**src/rtl/rng_seq_pkg.sv**
```systemverilog
// rng_seq_pkg: shared states, status codes and default widths for the RNG FIFO sequencer
package rng_seq_pkg;
  typedef enum logic [1:0] {IDLE, FILL, DRAIN, DONE} seq_state_t;
  typedef enum logic [1:0] {ST_OK = 2'd0, ST_FULL = 2'd1, ST_ABORT = 2'd2} seq_status_t;
  localparam int DATA_WIDTH_DEF  = 4;
  localparam int CNT_WIDTH_DEF   = 5;
  localparam int TIMER_WIDTH_DEF = 26;
endpackage

```
**src/rtl/interval_timer.sv**
```systemverilog
// interval_timer: loadable down-counter that stops at zero and flags it
module interval_timer #(
  parameter int WIDTH = 26
) (
  input  logic             clk,
  input  logic             reset_n,
  input  logic             load,
  input  logic             en,
  input  logic [WIDTH-1:0] load_value,
  output logic             zero
);
  logic [WIDTH-1:0] count;
  // load wins over counting; counting never goes below zero
  always_ff @(posedge clk or negedge reset_n)
    if (!reset_n) count <= '0;
    else count <= load ? load_value : (en && count != '0) ? count - WIDTH'(1) : count;
  assign zero = count == '0;
endmodule

```
**src/rtl/rng_fifo_sequencer.sv**
```systemverilog
// rng_fifo_sequencer: fills the FIFO from the LFSR on request and drains it at a paced interval
module rng_fifo_sequencer
  import rng_seq_pkg::*;
#(
  parameter int DATA_WIDTH  = DATA_WIDTH_DEF,
  parameter int CNT_WIDTH   = CNT_WIDTH_DEF,
  parameter int TIMER_WIDTH = TIMER_WIDTH_DEF
) (
  input  logic                   clk,
  input  logic                   reset_n,
  input  logic                   fill_req,
  input  logic                   drain_req,
  input  logic                   abort,
  input  logic [CNT_WIDTH-1:0]   fill_len,
  input  logic [TIMER_WIDTH-1:0] drain_interval,
  input  logic [DATA_WIDTH-1:0]  lfsr_data,
  input  logic                   lfsr_valid,
  output logic                   lfsr_enable,
  input  logic                   fifo_full,
  input  logic                   fifo_empty,
  output logic                   fifo_push,
  output logic [DATA_WIDTH-1:0]  fifo_data,
  output logic                   fifo_pop,
  output logic                   busy,
  output logic                   done,
  output logic [1:0]             status
);
  seq_state_t           state;
  seq_status_t          stat;
  logic [CNT_WIDTH-1:0]   remaining;
  logic [TIMER_WIDTH-1:0] interval;
  logic timer_zero, push, pop, fill_end, drain_end, full_hit;
  assign full_hit  = fifo_full && remaining != '0;
  assign push      = state == FILL && !abort && lfsr_valid && !full_hit && remaining != '0;
  assign pop       = state == DRAIN && !abort && timer_zero && !fifo_empty;
  assign fill_end  = abort || full_hit || remaining == '0 || (push && remaining == CNT_WIDTH'(1));
  assign drain_end = abort || (timer_zero && fifo_empty);
  assign fifo_push   = push;
  assign lfsr_enable = push;
  assign fifo_pop    = pop;
  assign fifo_data   = lfsr_data;
  assign status      = stat;
  interval_timer #(.WIDTH(TIMER_WIDTH)) u_timer (
    .clk        (clk),
    .reset_n    (reset_n),
    .load       ((state == IDLE && !fill_req && drain_req) || pop),
    .en         (state == DRAIN && !abort),
    .load_value (state == IDLE ? drain_interval : interval),
    .zero       (timer_zero)
  );
  // sequencing FSM with registered busy/done/status
  always_ff @(posedge clk or negedge reset_n)
    if (!reset_n) begin
      state     <= IDLE;
      stat      <= ST_OK;
      remaining <= '0;
      interval  <= '0;
      busy      <= 1'b0;
      done      <= 1'b0;
    end else begin
      done <= 1'b0;
      case (state)
        IDLE:
          if (fill_req) begin
            remaining <= fill_len;
            state     <= fill_len == '0 ? DONE : FILL;
            busy      <= fill_len != '0;
            done      <= fill_len == '0;
            if (fill_len == '0) stat <= ST_OK;
          end else if (drain_req) begin
            interval <= drain_interval;
            state    <= DRAIN;
            busy     <= 1'b1;
          end
        FILL: begin
          if (push) remaining <= remaining - CNT_WIDTH'(1);
          if (fill_end) begin
            state <= DONE;
            busy  <= 1'b0;
            done  <= 1'b1;
            stat  <= abort ? ST_ABORT : full_hit ? ST_FULL : ST_OK;
          end
        end
        DRAIN:
          if (drain_end) begin
            state <= DONE;
            busy  <= 1'b0;
            done  <= 1'b1;
            stat  <= abort ? ST_ABORT : ST_OK;
          end
        default: state <= IDLE;
      endcase
    end
endmodule

```
**config.mk**
```make
export PLATFORM = sky130hd
export DESIGN_NAME = rng_fifo_sequencer
export DESIGN_NICKNAME = d
export VERILOG_FILES = /design/src/rtl/rng_seq_pkg.sv /design/src/rtl/interval_timer.sv /design/src/rtl/rng_fifo_sequencer.sv
export SDC_FILE = /design/constraint.sdc
export NUM_CORES = 1
export LEC_CHECK = 0
export BUFFER_PORTS_ARGS = -buffer_cell sky130_fd_sc_hd__buf_2
export CELL_PAD_IN_SITES_DETAIL_PLACEMENT = 1
export CELL_PAD_IN_SITES_GLOBAL_PLACEMENT = 2
export CORE_MARGIN = 5
export CORE_UTILIZATION = 30
export CTS_BUF_LIST = sky130_fd_sc_hd__clkbuf_4
export CTS_CLUSTER_DIAMETER = 30
export DETAILED_ROUTE_END_ITERATION = 6
export GPL_TIMING_DRIVEN = 0
export PLACE_DENSITY_LB_ADDON = 0.15
export SYNTH_ARGS = -nofsm -noshare
export SYNTH_HDL_FRONTEND = slang
export SYNTH_SLANG_ARGS = --single-unit
```
**constraint.sdc**
```tcl
create_clock -name clk -period 3.2 [get_ports clk]
set_input_delay 0 -clock clk [delete_from_list [all_inputs] [get_ports clk]]
set_output_delay 0 -clock clk [all_outputs]
set_load 0.01 [all_outputs]
```
Yosys cells after proc, flatten, opt, wreduce, memory -nomap -nowiden
Index checks and enable logic that the tools add are counted.

Memory bits (read-only): 0. Memories: 0. Latch bits: 0. Register bits: 63. Word-level logic and storage cells: 85. Memory bits (writable): 0. Output and inout bits: 11.

$add $sub $neg: 2. $mul: 0. Div/mod/pow operators: 0. Muxes and demuxes: 29. Shifts and indexed selects: 0. $lt $le $gt $ge: 0. Bitwise logic cells: 1. Reduce and logical (&&, ||, !) cells: 37. Equality and inequality tests: 9.

Operators by type and width (count): 26-bit 2-to-1 mux (3); 26-bit zero test (1); 26-bit nonzero test (1); 26-bit by 1-bit subtractor with 26-bit output (second input constant) (1); 2-bit 2-to-1 mux (11); 1-bit logical AND (13); 2-bit case mux with 3 select lines (2); 5-bit zero test (2); 5-bit 2-to-1 mux (2); 5-bit case mux with 2 select lines (1); 5-bit nonzero test (2); 3-bit AND reduction (3); 1-bit 2-to-1 mux (8); 2-bit != test (second input constant) (4); 1-bit case mux with 3 select lines (2); 5-bit by 1-bit equality test with 1-bit output (second input constant) (1); 1-bit logical OR (5); 5-bit AND reduction (1); 5-bit by 1-bit subtractor with 5-bit output (second input constant) (1); 1-bit zero test (4); 4-bit AND reduction (1); 2-bit nonzero test (2); 3-bit != test (second input constant) (1); 3-bit nonzero test (1); 5 further kinds (5).

Logic depth before layout (Yosys ltp)
Gate-level depths: netlist of the first run.

Depth after elaboration: 9. Mapped depth: 11.

Cells and area by module
Synthesis of the first run repeated with hierarchy kept, for this count alone.

Cell total of the unflattened synthesis: 360. Area, all modules: 3851.2 um^2.

Modules (own cells, without submodules): rng_fifo_sequencer (times used 1, cells an instance 183, area an instance 2140.8 um^2); interval_timer (times used 1, cells an instance 177, area an instance 1710.4 um^2).

Least setup slack after synthesis of the first run
Ideal clock, no wire load.

Path type: reg2reg. Start: register u_timer.count[0]. End: register u_timer.count[19]. Path buffers: 2. Cell stages (with the launch flop): 10. Path slack: 0.818 ns. Setup time: 0.121 ns. Data required time: 3.079 ns. Data arrival time: 2.261 ns. Path through: dfrtp_1 inv_1 ha_1 or4b_2 nor4_2 a21o_1 buf_6 buf_6 o22ai_1 a22o_1.

Word-level cells in the longest chain between the ends: 5.

Ends and longest elaborated chain: start: declaration (line interval_timer.sv:12) `logic [WIDTH-1:0] count;`; start signal: assignment (line interval_timer.sv:16) `else count <= load ? load_value : (en && count != '0) ? count - WIDTH'(1) : count;`; branches (longest 5 deep; another with 26-bit by 1-bit subtractor with 26-bit output).

Parallel ways; which one is timed is not known. The select of a mux whose other input is x is not followed. A chain may end at the register's enable or synchronous reset.

Worst setup path in the final report of the first run
Start: register u_timer.count[8]. End: register u_timer.count[0].

Word-level cells in the longest chain between the ends: 5.

Ends and longest elaborated chain: 26-bit zero test (line interval_timer.sv:17) `assign zero = count == '0;`; 1-bit logical AND (2 in series) (line rng_fifo_sequencer.sv:35) `assign pop = state == DRAIN && !abort && timer_zero && !fifo_empty;`; 1-bit logical OR (line rng_fifo_sequencer.sv:46) `.load ((state == IDLE && !fill_req && drain_req) || pop),`; 26-bit 2-to-1 mux / 2-bit nonzero test (equally long branches).

Parallel ways exist; a longest one is shown, timed or not.

==> flow_metrics.tcl, run 1 <==
set metrics [dict create \
    p_per_area_nw_per_um2 807 \
    place.port_buffers 49 \
    tightest_slew_ns 0.992 \
    post-route-util 0.379 \
    rows 42 \
    ff2ff_path_depth 7 \
    synthTopCellsByArea "dfrtp_1 39%, mux2i_1 11%, nand2_1 9.1%" \
    r2r-start "u_timer.count[8]" \
    criticalPathCategory "flip-flop to flip-flop" \
    yosysTopAreaCell "dfrtp_1" \
    cp_data_required_time_ns 3.52 \
    cts-buffers-inserted 9 \
    tns_ns 0 \
    vias 3731 \
    maxCapViolCount 0 \
    area_growth_pct 23.7 \
    clk_pin_slew_ns 0.11 \
    dpl.hpwl_mm 9.56 \
    r2r-end "u_timer.count[0]" \
    endpoint_kind "flip-flop" \
    drtPass1Iterations 4 \
    grt_pass1_wl_mm 22.1 \
    ys.flop_type "dfrtp_1" \
    cts_tree "done" \
    rsz0062_at_grt "no" \
    hold_viol 0 \
    drt_iter0_drc 224 \
    max_slew_margin 0.339 \
    ios 54 \
    grt_max_degree 38 \
    cp-endpoint "u_timer.count[0]" \
    routed_wl_mm 13.5 \
    finalMaxSlewViolations 0 \
    outcome "complete, no violations" \
    fin_skew_ns 0.0250 \
    netlist_area_sq_um 4060 \
    p_leak_nw 2.31 \
    hold_path.class "primary input to flip-flop" \
    dp_slack_ns 0.348 \
    fill_cells 1593 \
    drive_gt1_frac 0.190 \
    critPathMostFrequentCell "clkbuf_1" \
    netlist_instances 446 \
    netlist-cell-type-count 62 \
    ys_async_sr_fraction 1.00 \
    antenna_found_initial 0 \
    synth_top_area_frac 0.388 \
    synth_edf_count 0 \
    floorplan.initialDensity 0.307 \
    fp.dieH_microns 126 \
    clkLatencyLatePin_ns 0.45 \
    crit_chain "clkbuf_1, or4_1, nor4_4, a41oi_2, clkbuf_1, o21ai_0, o221ai_1" \
    grt.total_usage 0.176 \
    clock_path_buffers 2 \
    setup_viol 0 \
    cts.sinks 63 \
    nNetsFinal 597 \
    grt-ovfl-total 0 \
    antenna_left 0 \
    cts_root_buf "clkbuf_4" \
    die_x_microns 126 \
    period_share 0.894 \
    ff2ff_setup_slack_ns 0.34 \
    max-vdd-ir-drop_v 0.000270 \
    yosysWarnings 0 \
    post_cts_buffers 0 \
    fp.coreArea_sq_um 13200 \
    setup.worst_path.start "u_timer.count[8]" \
    final_common_cell "nand2_1" \
    drc_errors 0 \
    synth_nets 498 \
    final_cell_area_sq_um 5020 \
    start_kind "flip-flop" \
    max_freq_mhz 350 \
    placed_area_sq_um 4550 \
    grt_pass1_vias 4054 \
    setup_ws_ns 0.340 \
    synth_seq_cells 63 \
    final_cell_mix "99 x nand2_1, 63 x dfrtp_1, 52 x buf_2" \
    dieArea_sq_um 16000 \
    cp_data_arrival_time_ns 3.18 \
    wire_per_inst_microns 18.6 \
    worstHoldStart "fifo_empty" \
    antennaDiodeCount 0 \
    yosysSeqAreaShare 0.388 \
    vias_per_cell 5.15 \
    fin_crit_ns 2.86 \
    worstPathMaxFanout 10 \
    syn_area_per_cell_sq_um 9.11 \
    ctsHtreeMaxLevel 3 \
    crit_path_top_delay_cell "or4_1" \
    gp_congestion 0.799 \
    cp_slowest_stage_delay_ns 0.55 \
]
[final cells by class]
type,instances,area (sq um),area share
buffer,31,170,0.0339
clock buffer,11,82.6,0.0164
clock inverter,3,12.5,0.00249
inverter,11,41.3,0.00822
multi-input combinational,341,2270,0.452
sequential,63,1580,0.314
tap,176,220,0.0438
timing repair buffer,88,648,0.129
[critical path, delay by kind of cell, from the launching register on]
kind                   cells  cell delay [ns]
AND/OR/NAND/NOR            2             1.09
flip-flops                 1             0.37
buffers and inverters      2             0.56
AO/OA/AOI/OAI              3             0.69
[through the flow]
stage          std cells  hold WS, ns  power [mW]
2_1_floorplan        446       -0.296        2.92
3_3_place_gp         671        0.187        3.52
3_5_place_dp         672      -0.0469        3.58
4_1_cts              724      0.00181        4.13
5_1_grt              724       0.0429        4.43
6_report             724       0.0407        4.06
[power by group]
part	internal (mW)	total [mW]	switching, mW
Combinational	0.895	2.10	1.21
Clock	0.163	0.470	0.308
Sequential	1.17	1.48	0.316
Total	2.23	4.06	1.83
[routing by layer]
layer / global-route usage / up-vias / share of wire
li1: - / 1815 / -
met3: 0.0353 / 13 / 0.035
met1: 0.229 / 1846 / 0.47
met5: 0 / - / 0
met2: 0.296 / 57 / 0.48
met4: 0.0517 / 0 / 0.015
[flip-flops by register name, summed over array words and instances (netlist names)]
| signal | count |
|---|---|
| u_timer.count | 26 |
| remaining | 5 |
| state | 2 |
| busy | 1 |
| status | 2 |
| interval | 26 |
| done | 1 |
[how the worst min path moves through the flow]
stage	to	slack, ns	cells after the start
2_1_floorplan	busy	-0.30	0
3_3_place_gp	fifo_data[2]	0.19	2
3_5_place_dp	remaining[0]	-0.05	1
4_1_cts	u_timer.count[17]	0.002	4
5_1_grt	done	0.04	4
6_report	u_timer.count[17]	0.04	4
[synth_stat cells, types with 3 or more instances]
| cell | instances |
|---|---|
| a21oi_1 | 6 |
| a22o_1 | 10 |
| a32o_1 | 3 |
| buf_2 | 4 |
| buf_4 | 5 |
| buf_6 | 4 |
| clkbuf_1 | 16 |
| dfrtp_1 | 63 |
| ha_1 | 9 |
| inv_1 | 11 |
| mux2_1 | 3 |
| mux2_2 | 11 |
| mux2i_1 | 43 |
| nand2_1 | 99 |
| nand2b_1 | 5 |
| nand3_1 | 7 |
| nor2_1 | 21 |
| nor3_1 | 20 |
| nor4_1 | 9 |
| o21ai_0 | 5 |
| o221ai_1 | 3 |
| o22ai_1 | 23 |
| o2bb2ai_1 | 8 |
| or4_1 | 10 |
[timing repair]
item / in CTS / in global routing
setup endpoints to repair: 0 / 0
hold buffers: 38 / 0
hold endpoints to repair: 120 / 0
gates resized for setup: 0 / 0
[cells by family (layout without fill, tap and decap cells)]
logic type	after synthesis	count (layout)	synth area share
buf+inv	42	144	0.0521
mux	57	57	0.145
compound gates	80	80	0.152
simple gates	195	195	0.236
fa+ha+maj	9	9	0.0277
flops	63	63	0.388
Power figures use the tool's default switching activity.
==> inputs of run 2 (changes only) <==
==> constraint.sdc (replaced) <==
create_clock -name clk -period 3.2 [get_ports clk]
set_input_delay 0.32 -clock clk [delete_from_list [all_inputs] [get_ports clk]]
set_output_delay 0.32 -clock clk [all_outputs]
set_load 0.01 [all_outputs]
==> flow_metrics.tcl, run 2 (synthesized netlist as in run 1, its figures left out) <==
set metrics [dict create \
    outcome "complete, no violations" \
    grt_pass1_vias 3906 \
    worstPathMaxFanout 5 \
    crit_path_top_delay_cell "or4b_2" \
    pwr-share-clk 0.118 \
    rows 42 \
    tightest_slew_ns 1.00 \
    start_kind "flip-flop" \
    fin_crit_ns 3.02 \
    antenna_left 0 \
    clk_pin_slew_ns 0.12 \
    placed_area_sq_um 4550 \
    fin_skew_ns 0.0231 \
    die_x_microns 126 \
    finalMaxSlewViolations 0 \
    area_growth_pct 14.8 \
    p_per_area_nw_per_um2 861 \
    tns_ns 0 \
    vias 3610 \
    cts_tree "done" \
    cp_data_arrival_time_ns 2.70 \
    fp.coreArea_sq_um 13200 \
    cts.sinks 63 \
    routed_wl_mm 13.1 \
    nNetsFinal 560 \
    cts-buffers-inserted 9 \
    ctsHtreeMaxLevel 3 \
    max-vdd-ir-drop_v 0.000252 \
    crit_chain "inv_1, ha_1, or4b_2, or4_1, nor4_2, buf_2" \
    period_share 0.944 \
    antennaDiodeCount 0 \
    ios 54 \
    p_sw_mw 1.83 \
    rsz0062_at_grt "no" \
    antenna_found_initial 0 \
    max_freq_mhz 331 \
    cts_root_buf "clkbuf_4" \
    dpl.hpwl_mm 9.56 \
    floorplan.initialDensity 0.307 \
    cp_slowest_stage_delay_ns 0.64 \
    drt_iter0_drc 235 \
    vias_per_cell 5.25 \
    final_common_cell "nand2_1" \
    maxCapViolCount 0 \
    dieArea_sq_um 16000 \
    cp_data_required_time_ns 2.88 \
    gp_congestion 0.799 \
    final_cell_area_sq_um 4660 \
    drive_gt1_frac 0.205 \
    grt_pass1_wl_mm 21.5 \
    final_cell_mix "99 x nand2_1, 63 x dfrtp_1, 52 x buf_2" \
    drtPass1Iterations 4 \
    clkLatencyLatePin_ns 0.45 \
    hold_viol 0 \
    power.share.sequential 0.370 \
    clock_path_buffers 2 \
    swShare 0.456 \
    max_slew_margin 0.333 \
    place.port_buffers 49 \
    fill_cells 1602 \
    endpoint_kind "output port" \
    hold_path.class "primary input to flip-flop" \
    top_regs "interval: 26 flops, u_timer.count: 26 flops, remaining: 5 flops" \
    fp.dieH_microns 126 \
    intPower_mw 2.18 \
    setup_viol 0 \
    grt_max_degree 38 \
    criticalPathCategory "flip-flop to output port" \
    wire_per_inst_microns 19.1 \
    grt-ovfl-total 0 \
    p_leak_nw 2.16 \
    grt.total_usage 0.172 \
    pwr-share-comb 0.513 \
    drc_errors 0 \
]
-- run 2: cell count changes in the layout (fill, tap and decap cells not counted) --
cell	change
nor4_2	+1
nor4_1	-1
dlygate4sd3_1	-37
-- run 2: cell type report --
cell class / count / area, sq um / area share
clock inverter: 3 / 12.5 / 0.00268
clock buffer: 11 / 82.6 / 0.0177
sequential: 63 / 1580 / 0.338
timing repair buffer: 51 / 278 / 0.0596
multi-input combinational: 341 / 2280 / 0.489
inverter: 11 / 41.3 / 0.00886
tap: 176 / 220 / 0.0472
buffer: 31 / 170 / 0.0365
-- run 2: worst paths after layout --
path / slack [ns] / endpoint / depth (start not counted) / from
hold reg to reg: 0.48 / interval[13] / 2 / interval[13]
max in group asynchronous: 2.30 / u_timer.count[12] / 3 / reset_n
setup reg to reg: 0.30 / u_timer.count[0] / 7 / u_timer.count[8]
setup / recovery: 0.18 / fifo_pop / 6 / u_timer.count[0]
min in group asynchronous: 0.33 / interval[17] / 2 / reset_n
hold / removal: 0.06 / interval[25] / 3 / drain_interval[25]
-- run 2: metrics by stage --
stage / util / hold WS, ns / setup slack [ns] / total power [mW] / instances
finish: 0.352 / 0.0644 / 0.178 / 4.01 / 687
global route: 0.352 / 0.0401 / 0.0249 / 4.38 / 687
detailed placement: 0.344 / 0.273 / 0.348 / 3.58 / 672
floorplan: - / 0.0244 / 0.797 / 2.92 / 446
CTS: 0.352 / 0.0327 / 0.0937 / 4.08 / 687
global placement: 0.342 / 0.453 / 0.394 / 3.52 / 671
-- run 2: worst max-delay path, delay by kind of cell (launching register included) --
| family | cells | cell delay (ns) |
|---|---|---|
| simple gates | 3 | 1.38 |
| flops | 1 | 0.44 |
| buf+inv | 2 | 0.29 |
| fa+ha+maj | 1 | 0.14 |
-- run 2: repair_timing --
action,CTS,global route
gates resized for setup,1,0
endpoints found under the hold margin,26,0
endpoints found under the setup margin,1,0
hold buffers,1,0
buffers inserted,0,0
-- run 2: power by group through the flow --
stage               registers (mW)  clock network, mW  logic (mW)
floorplan                     1.42                  0        1.50
global placement              1.48                  0        2.04
detailed placement            1.49                  0        2.09
CTS                           1.48              0.503        2.10
global route                  1.55              0.531        2.30
finish                        1.48              0.472        2.06
-- run 2: per-layer routing --
| layer | track usage | routed length [microns] | up-vias |
|---|---|---|---|
| met3 | 0.0374 | 594 | 13 |
| met1 | 0.224 | 6000 | 1787 |
| met2 | 0.286 | 6340 | 68 |
| met4 | 0.0511 | 202 | 0 |
| met5 | 0 | 0 | - |
| li1 | - | - | 1742 |
